[config.mk]
export PLATFORM = sky130hd
export DESIGN_NAME = lcd_frame_capture
export DESIGN_NICKNAME = d
export VERILOG_FILES = /design/src/rtl/lcd_fb_pkg.sv /design/src/rtl/sync_fifo_m.sv /design/src/rtl/lcd_frame_capture.sv
export SDC_FILE = /design/constraint.sdc
export NUM_CORES = 1
export LEC_CHECK = 0
export CAP_MARGIN = 10
export CORE_MARGIN = 1.5
export CORE_UTILIZATION = 23
export CTS_CLUSTER_SIZE = 8
export DETAILED_ROUTE_END_ITERATION = 10
export GPL_ROUTABILITY_DRIVEN = 0
export MAX_ROUTING_LAYER = met4
export PLACE_DENSITY = 0.38
export SETUP_SLACK_MARGIN = 0.02
export SKIP_LAST_GASP = 1
export SLEW_MARGIN = 40
export SYNTH_ARGS = -nofsm -noshare
export SYNTH_HDL_FRONTEND = slang
export SYNTH_HIERARCHICAL = 1
export SYNTH_SLANG_ARGS = --single-unit
export TNS_END_PERCENT = 5
[constraint.sdc]
create_clock -name clk -period 3.4 [get_ports clk]
set_input_delay 1.02 -clock clk [delete_from_list [all_inputs] [get_ports clk]]
set_output_delay 1.02 -clock clk [all_outputs]
set_load 0.03 [all_outputs]
[src/rtl/lcd_fb_pkg.sv]
// Shared types, constants and helpers for the LCD frame capture path.
package lcd_fb_pkg;

    localparam int unsigned LINE_W        = 160;
    localparam int unsigned LINES         = 144;
    localparam int unsigned FB_LINE_BYTES = 40;
    localparam int unsigned BANK_BYTES    = 5760;

    // One framebuffer write: byte address plus four packed 2-bit shades.
    typedef struct packed {
        logic [13:0] addr;
        logic [7:0]  data;
    } fb_wr_t;

    // Palette lookup: shade(c) = bgp[2c+1:2c].
    function automatic logic [1:0] shade_of(input logic [7:0] bgp, input logic [1:0] c);
        return bgp[{c, 1'b0} +: 2];
    endfunction

    // Byte address of pixel column x on line y in the given bank.
    function automatic logic [13:0] fb_addr_of(input logic bank, input logic [7:0] y,
                                               input logic [7:0] x);
        logic [13:0] base;
        base = bank ? 14'(BANK_BYTES) : 14'd0;
        return base + 14'(y) * 14'(FB_LINE_BYTES) + 14'(x >> 2);
    endfunction

endpackage

[src/rtl/sync_fifo_m.sv]
// Generic single-clock FIFO; DEPTH must be a power of two.
// A push while full is accepted only when a pop happens in the same cycle.
module sync_fifo_m #(
    parameter int unsigned WIDTH = 8,
    parameter int unsigned DEPTH = 4
) (
    input  logic             clk,
    input  logic             rst,
    input  logic             i_push,
    input  logic [WIDTH-1:0] i_data,
    input  logic             i_pop,
    output logic [WIDTH-1:0] o_data,
    output logic             o_full,
    output logic             o_empty
);

    localparam int unsigned AW = (DEPTH > 1) ? $clog2(DEPTH) : 1;
    localparam int unsigned CW = AW + 1;

    logic [WIDTH-1:0] r_mem [DEPTH];
    logic [AW-1:0]    r_wr_ptr;
    logic [AW-1:0]    r_rd_ptr;
    logic [CW-1:0]    r_count;
    logic             w_do_push;
    logic             w_do_pop;

    assign o_empty   = (r_count == '0);
    assign o_full    = (r_count == CW'(DEPTH));
    assign o_data    = r_mem[r_rd_ptr];
    assign w_do_pop  = i_pop & ~o_empty;
    assign w_do_push = i_push & (~o_full | w_do_pop);

    // Storage array; contents need no reset since reads are qualified by o_empty.
    always_ff @(posedge clk) begin
        if (w_do_push) begin
            r_mem[r_wr_ptr] <= i_data;
        end
    end

    // Pointers and occupancy count.
    always_ff @(posedge clk) begin
        if (!rst) begin
            r_wr_ptr <= '0;
            r_rd_ptr <= '0;
            r_count  <= '0;
        end else begin
            if (w_do_push) begin
                r_wr_ptr <= r_wr_ptr + AW'(1);
            end
            if (w_do_pop) begin
                r_rd_ptr <= r_rd_ptr + AW'(1);
            end
            unique case ({w_do_push, w_do_pop})
                2'b10:   r_count <= r_count + CW'(1);
                2'b01:   r_count <= r_count - CW'(1);
                default: ;
            endcase
        end
    end

endmodule

[src/rtl/lcd_frame_capture.sv]
// Captures the PPU LCD pixel stream into a double-banked 2bpp framebuffer.
// The displayed bank swaps only after a clean, complete frame.
module lcd_frame_capture
    import lcd_fb_pkg::*;
#(
    parameter int unsigned FIFO_DEPTH = 4
) (
    input  logic        clk,
    input  logic        rst,
    input  logic        lcd_pixel,
    input  logic [1:0]  lcd_color,
    input  logic        lcd_hsync,
    input  logic        lcd_vsync,
    input  logic [7:0]  bgp,
    output logic [13:0] fb_addr,
    output logic [7:0]  fb_data,
    output logic        fb_valid,
    input  logic        fb_ready,
    output logic        disp_bank,
    output logic        frame_done,
    output logic        err_overflow,
    output logic        err_line
);

    logic [7:0] r_x, w_x_d;
    logic [7:0] r_y, w_y_d;
    logic [5:0] r_acc, w_acc_d;
    logic       r_wbank, w_wbank_d;
    logic       r_disp_bank, w_disp_d;
    logic       r_frame_bad, w_bad_d;
    logic       r_frame_done;
    logic       r_err_overflow;
    logic       r_err_line;
    logic       r_hsync_prev;
    logic       r_vsync_prev;

    logic       w_hs_rise;
    logic       w_vs_rise;
    logic       w_pix_ok;
    logic       w_pix_bad;
    logic [1:0] w_shade;
    logic       w_line_short;
    logic [7:0] w_y_inc;
    logic [7:0] w_y_eff;
    logic       w_bad_now;
    logic       w_swap;
    logic       w_push;
    fb_wr_t     w_push_entry;
    fb_wr_t     w_head;
    logic       w_full;
    logic       w_empty;
    logic       w_pop;
    logic       w_drop;

    assign w_hs_rise    = lcd_hsync & ~r_hsync_prev;
    assign w_vs_rise    = lcd_vsync & ~r_vsync_prev;
    assign w_pix_ok     = lcd_pixel & ~lcd_hsync & ~lcd_vsync &
                          (r_x < 8'(LINE_W)) & (r_y < 8'(LINES));
    assign w_pix_bad    = lcd_pixel & ~w_pix_ok;
    assign w_shade      = shade_of(bgp, lcd_color);
    assign w_line_short = w_hs_rise & (r_x != 8'(LINE_W));
    assign w_y_inc      = (r_y == 8'(LINES)) ? r_y : r_y + 8'd1;
    // A coincident line end is applied first, so the frame check sees the bumped y.
    assign w_y_eff      = w_hs_rise ? w_y_inc : r_y;

    assign w_pop        = ~w_empty & fb_ready;
    assign w_drop       = w_push & w_full & ~w_pop;
    assign w_bad_now    = r_frame_bad | w_pix_bad | w_line_short | w_drop;
    assign w_swap       = w_vs_rise & (w_y_eff == 8'(LINES)) & ~w_bad_now;

    // Select the byte to enqueue: a full group on its 4th pixel, or a padded partial at line end.
    always_comb begin
        w_push       = 1'b0;
        w_push_entry = '0;
        if (w_pix_ok && (r_x[1:0] == 2'd3)) begin
            w_push            = 1'b1;
            w_push_entry.addr = fb_addr_of(r_wbank, r_y, r_x);
            w_push_entry.data = {r_acc, w_shade};
        end else if (w_hs_rise && (r_x[1:0] != 2'd0)) begin
            w_push            = 1'b1;
            w_push_entry.addr = fb_addr_of(r_wbank, r_y, r_x);
            unique case (r_x[1:0])
                2'd1:    w_push_entry.data = {r_acc[1:0], 6'd0};
                2'd2:    w_push_entry.data = {r_acc[3:0], 4'd0};
                default: w_push_entry.data = {r_acc, 2'd0};
            endcase
        end
    end

    // Next-state for position, accumulator, banks and frame health.
    always_comb begin
        w_x_d     = r_x;
        w_y_d     = r_y;
        w_acc_d   = r_acc;
        w_wbank_d = r_wbank;
        w_disp_d  = r_disp_bank;
        w_bad_d   = w_bad_now;
        if (w_pix_ok) begin
            w_x_d   = r_x + 8'd1;
            w_acc_d = {r_acc[3:0], w_shade};
        end
        if (w_hs_rise) begin
            w_x_d   = '0;
            w_y_d   = w_y_inc;
            w_acc_d = '0;
        end
        if (w_vs_rise) begin
            w_x_d   = '0;
            w_y_d   = '0;
            w_acc_d = '0;
            w_bad_d = 1'b0;
            if (w_swap) begin
                w_disp_d  = r_wbank;
                w_wbank_d = ~r_wbank;
            end
        end
    end

    // State registers with synchronous active-low reset.
    always_ff @(posedge clk) begin
        if (!rst) begin
            r_x            <= '0;
            r_y            <= '0;
            r_acc          <= '0;
            r_wbank        <= 1'b1;
            r_disp_bank    <= 1'b0;
            r_frame_bad    <= 1'b0;
            r_frame_done   <= 1'b0;
            r_err_overflow <= 1'b0;
            r_err_line     <= 1'b0;
            r_hsync_prev   <= 1'b0;
            r_vsync_prev   <= 1'b0;
        end else begin
            r_x            <= w_x_d;
            r_y            <= w_y_d;
            r_acc          <= w_acc_d;
            r_wbank        <= w_wbank_d;
            r_disp_bank    <= w_disp_d;
            r_frame_bad    <= w_bad_d;
            r_frame_done   <= w_swap;
            r_err_overflow <= r_err_overflow | w_drop;
            r_err_line     <= r_err_line | w_pix_bad | w_line_short;
            r_hsync_prev   <= lcd_hsync;
            r_vsync_prev   <= lcd_vsync;
        end
    end

    sync_fifo_m #(
        .WIDTH ($bits(fb_wr_t)),
        .DEPTH (FIFO_DEPTH)
    ) u_wr_fifo (
        .clk     (clk),
        .rst     (rst),
        .i_push  (w_push & ~w_drop),
        .i_data  (w_push_entry),
        .i_pop   (w_pop),
        .o_data  (w_head),
        .o_full  (w_full),
        .o_empty (w_empty)
    );

    assign fb_valid     = ~w_empty;
    assign fb_addr      = w_empty ? 14'd0 : w_head.addr;
    assign fb_data      = w_empty ? 8'd0 : w_head.data;
    assign disp_bank    = r_disp_bank;
    assign frame_done   = r_frame_done;
    assign err_overflow = r_err_overflow;
    assign err_line     = r_err_line;

endmodule
Word-level counts from Yosys, hierarchy flattened --
Memory sizes are Yosys's and may differ from the RTL's. A register that Yosys moved wholly into a read port is not among the register bits. Cells that the tools add are included.
Storage, ports and cells: register bits 37, bits in writable memories 88, input bits 16, word-level logic and storage cells 94, memories 1
Memories:
- u_wr_fifo.r_mem | depth 4, bits a word 22, read ports 1, clocked after Yosys merged registers in 1, wr ports 1, line sync_fifo_m.sv:20 | logic [WIDTH-1:0] r_mem [DEPTH];
Operators by class: add/subtract/negate cells 8, multiply operators 1, magnitude comparators 2, eq/ne operators 9, shift-type cells 1, muxes and demuxes 15, bitwise operators 35, reductions and logical operators 8
Operators with widths (count):
- $mux 22 | 2
- $mux 8 | 3
- $add 8x1->8 const B | 2
- $and 1x1->1 | 16
- $eq 8x8->1 const B | 2
- $lt 8x8->1 const B | 2
- $pmux 8 s2 | 1
- $add 13x14->14 | 1
- $add 14x6->14 | 1
- $mux 14 | 1
- $mux 13 | 1
- $not 1->1 | 12
- $mul 8x3->11 const B | 1
- $ne 8x8->1 const B | 1
- $shiftx 8x4->2 | 1
- $or 1x1->1 | 7
- $eq 2x2->1 const B | 3
- $pmux 3 s2 | 1
- $add 2x1->2 const B | 2
- $eq 2x1->1 const B | 2
- $mux 1 | 4
- $mux 2 | 2
- $reduce_bool 2->1 | 2
- $add 3x1->3 const B | 1
- other kinds (7) | 8

Longest topological paths before layout --
depth after elaboration 14, depth in mapped cells 12

Hierarchy --
The synthesis kept the hierarchy.
By module, submodules not included:
- sync_fifo_m | times used 1, cells each 174, area an instance 3717.3 um^2, sequential area each 2822.7 um^2
- lcd_frame_capture | times used 1, cells each 297, area an instance 2457.4 um^2, sequential area each 600.6 um^2

Worst setup path before layout --
OpenSTA, ideal clock, no wires.
path type input -> register, start input port lcd_hsync, end memory u_wr_fifo/r_mem[0][0] (netlist name), enable pin, data arrival time 2855 ps, data required time 3019 ps, slack 164 ps, cell stages on the path 7, buffers on the path 2, path through nor4bb_1 a31oi_1 clkbuf_1 a21oi_1 buf_2 nor2b_2 and2_1
On the way: longest elaborated chain between the ends 14, elaborated cells on any way between the ends 17, classes of those cells mux: 4; bitwise: 11; reduce/logical: 2
RTL lines:
- from (decl) | line lcd_frame_capture.sv:12 | input logic lcd_hsync,
- $not 1->1 | line lcd_frame_capture.sv:57 | assign w_pix_ok = lcd_pixel & ~lcd_hsync & ~lcd_vsync &
- $and 1x1->1 (3 in a row) | line lcd_frame_capture.sv:57
- $and 1x1->1 | line lcd_frame_capture.sv:58 | (r_x < 8'(LINE_W)) & (r_y < 8'(LINES));
- $logic_and 1x1->1 | line lcd_frame_capture.sv:75 | if (w_pix_ok && (r_x[1:0] == 2'd3)) begin
- $mux 1 * | line lcd_frame_capture.sv:75
- $and 1x1->1 (2 in a row) | line lcd_frame_capture.sv:67 | assign w_drop = w_push & w_full & ~w_pop;
- $not 1->1 | line lcd_frame_capture.sv:154 | .i_push (w_push & ~w_drop),
- $and 1x1->1 * | line lcd_frame_capture.sv:154
- $and 1x1->1 * | line sync_fifo_m.sv:31 | assign w_do_push = i_push & (~o_full | w_do_pop);
- $mux 1 * | line sync_fifo_m.sv:35 | if (w_do_push) begin
- $mux 1 (implied by the code) * | line sync_fifo_m.sv:36 | r_mem[r_wr_ptr] <= i_data;
- to (decl) | line sync_fifo_m.sv:20
Every way passes the cells marked *; elsewhere a longest branch is shown, timed or not.

==> impl_metrics.yaml <==
die:
  dieArea_um2: 27840
  core-area_um2: 26210
  die_h_um: 166.9
  ioPinCount: 43
  fp.dieW_um: 166.9
  row_count: 59
  start_util: 0.2356
clock_network:
  hold_buffers: 0
  clk_path_buf_depth: 2
  htree_num_levels: 4
  cts.sinks: 127
  tritoncts: "done"
  path_clk_slew_ns: 0.06
  cts_root_buf: "clkbuf_16"
  clock_latency_ns: 0.41
  cts_buffers: 17
finish:
  nets: 596
  layout-drive-gt1-share: 0.1860
  num_antenna_cells: 0
  syn2layout_area_growth_pct: 25.65
timing:
  hold_viol: 0
  period_minus_slack_ns: 3.316
  relSlewSlack: 0.4754
  post-route-period-util: 0.9752
  setup_viol: 0
  fmax_mhz: 301.6
  skew_ns: 0.01403
  rsz0062_at_grt: "yes"
  worst_hold_slack_ns: 0.4803
  drv_slew: 0
  worst_slew_pin_slew_ns: 0.7845
min_path:
  hold_end: "err_line"
  hold_start: "err_line"
  hp-class: "reg -> reg"
  whs_path_depth: 1
place:
  dpl.hpwl_um: 9906
  port_buffers: 42
synth:
  yosysSeqAreaShare: 0.5544
  ys_ff_latch: 127
  async_flop_share: 0
  synth_top_area_share: 0.4280
  synth_area_um2: 6175
  synth_edf_count: 88
  synth_nets: 520
  synth_top_cell_by_area: "edfxtp_1"
  synth.avg_cell_area_um2: 13.11
  ys_types: 60
  synth_ff_type: "edfxtp_1"
  yosysWarnings: 6
  synth_top_cells_by_area: "edfxtp_1 43%, dfxtp_1 13%, mux4_2 8.8%"
  syn_inst: 471
power:
  power.density_cell_area_nw_per_um2: 440.5
  p_switching_mw: 0.7347
  power_leakage_nw: 2.688
  total_power_mw: 3.418
  pwr-share-clk: 0.493
  p_seq_frac: 0.481
  combPwrFrac: 0.027
  intPower_mw: 2.683
  irDropWorstVdd_mv: 0.2720
  switching_share: 0.2150
setup_path:
  path_cells: "buf_12 -> mux4_2 -> nor2b_1 -> clkdlybuf4s50_1"
  critPathKind: "reg -> out"
  cp.arrival_ns: 2.30
  critical_path.startpoint_type: "flip-flop"
  r2r-end: "u_wr_fifo/r_mem[3][19]"
  critPathTopFamily: "buffers and inverters"
  critPathMaxStageDelay_ns: 0.59
  reg2reg_depth: 12
  end_kind: "primary output"
  r2r_slack_ns: 0.20
  worst-path-buf-inv: 2
  crit_path_top_delay_cell: "clkdlybuf4s50_1"
  worstPathMaxFanout: 22
  r2r_start: "r_y[1]"
  crit_required_ns: 2.38
route:
  drt_iter0_markers: 171
  remaining_drc_errors: 4
  finalWirelength_um: 14040
  wl_per_cell_um: 15.70
  drt-pass1-iter-count: 10
  via_count: 3930
  viasPerCell: 4.396
  antenna_left: 0
global_routing:
  grt_max_degree: 25
  grt_remaining_overflow: 0
  first_global_vias: 4033
  grt_pass1_wl_um: 22550
  track_usage: 0.1094
  grt_antenna_before_repair: 0
outcome:
  failed_checks: "design-rule violations"
  status: "finished with violations"
job:
  max_cap_violations: 0
per-layer routing:
metal,part of all wire,track usage,vias to the layer above
met3,0.037,0.02947,20
met1,0.49,0.1387,1920
met2,0.46,0.1648,75
li1,-,-,1915
met4,0.021,0.04506,0
met5,0,-,-
power by group through the flow:
stage / Combinational [mW] / Sequential [mW] / Clock, mW
CTS: 0.0932 / 1.64 / 1.73
floorplan: 0.0436 / 1.68 / 0
finish: 0.0910 / 1.64 / 1.68
global placement: 0.0924 / 1.68 / 0
global route: 0.100 / 1.64 / 1.80
detailed placement: 0.0927 / 1.68 / 0
worst max-delay path by stage:
stage               from                     to  slack [ns]  cells past startpoint
5_1_grt        flip-flop             fb_addr[4]       -0.01                      4
3_3_place_gp   lcd_pixel   u_wr_fifo/r_count[1]        0.11                      9
2_1_floorplan  lcd_hsync  u_wr_fifo/r_mem[0][0]        0.16                      7
3_5_place_dp   lcd_pixel   u_wr_fifo/r_count[1]        0.11                      9
4_1_cts        flip-flop             fb_addr[3]        0.02                      4
6_report       flip-flop            fb_addr[12]        0.08                      4
cells in the final DEF (no fill, tap or decap), types with 3 or more instances in the layout:
| cell type | count |
|---|---|
| nor2_1 | 38 |
| nand4_1 | 4 |
| a211oi_1 | 3 |
| nor2b_1 | 29 |
| inv_1 | 19 |
| nand3_1 | 8 |
| clkinv_1 | 3 |
| fa_1 | 3 |
| a21o_1 | 5 |
| o21a_1 | 7 |
| buf_4 | 33 |
| inv_6 | 3 |
| clkinvlp_4 | 4 |
| clkdlybuf4s50_1 | 34 |
| dfxtp_1 | 39 |
| xnor2_1 | 13 |
| clkbuf_16 | 17 |
| nand2_1 | 20 |
| mux2i_1 | 10 |
| o21ai_0 | 10 |
| nand2b_1 | 6 |
| xor2_1 | 11 |
| a31oi_1 | 5 |
| and2_1 | 17 |
| mux4_2 | 24 |
| and4_1 | 3 |
| edfxtp_1 | 88 |
| ha_1 | 30 |
| buf_12 | 5 |
| nor3_1 | 5 |
| a21oi_1 | 18 |
stage by stage:
step	setup TNS [ns]	instance area (um2)	util	instances	worst slack, ns
after floorplan	0	6175	-	471	0.1642
after global placement	0	7214	0.2753	863	0.1078
after detailed placement	0	7214	0.2753	863	0.1127
after CTS	0	7756	0.2960	894	0.02377
after global routing	-0.06562	7759	0.2961	894	-0.01460
final	0	7759	0.2961	894	0.08429
sequential cells by signal, summed over array words and instances (netlist names), 2 cells and up, named ones only:
| name | count |
|---|---|
| u_wr_fifo/r_wr_ptr | 2 |
| u_wr_fifo/r_mem | 88 |
| r_acc | 6 |
| r_x | 8 |
| r_y | 8 |
| u_wr_fifo/r_count | 3 |
| u_wr_fifo/r_rd_ptr | 2 |
logic make-up (layout without fill, tap and decap cells):
| family | after synthesis | after routing | synth area share |
|---|---|---|---|
| buf+inv | 35 | 123 | 0.02492 |
| compound gates | 70 | 70 | 0.08004 |
| fa+ha+maj | 33 | 33 | 0.07052 |
| simple gates | 148 | 148 | 0.1323 |
| xor+xnor | 24 | 24 | 0.03404 |
| flops | 127 | 127 | 0.5544 |
| mux | 34 | 34 | 0.1037 |
cell usage after synthesis, types with 3 or more instances:
| cell type | number |
|---|---|
| inv_1 | 19 |
| nand4_1 | 4 |
| a21oi_1 | 18 |
| fa_1 | 3 |
| nand2_1 | 20 |
| nor3_1 | 6 |
| nor2b_1 | 29 |
| mux4_2 | 24 |
| nand3_1 | 8 |
| buf_4 | 3 |
| o21a_1 | 7 |
| o21ai_0 | 10 |
| clkbuf_1 | 7 |
| nor2_1 | 38 |
| and4_1 | 3 |
| a31oi_1 | 5 |
| xnor2_1 | 13 |
| and2_1 | 17 |
| ha_1 | 30 |
| mux2i_1 | 10 |
| a211oi_1 | 3 |
| xor2_1 | 11 |
| a21o_1 | 5 |
| nand2b_1 | 6 |
| dfxtp_1 | 39 |
| edfxtp_1 | 88 |
cell type report:
class / count / area, um2
Fill cell: 2621 / 18450
Sequential cell: 127 / 3423
Multi-Input combinational cell: 309 / 2603
Timing Repair Buffer: 73 / 700.7
Clock buffer: 17 / 425.4
Tap cell: 335 / 419.2
Clock inverter: 14 / 116.4
Inverter: 19 / 71.32
timing repair:
item / in CTS / in global routing
setup endpoints to repair: 0 / 18
setup buffers: 0 / 0
endpoints found under the hold margin: 0 / 0
gates resized for setup: 0 / 1
(Power assumes the default switching activity.)
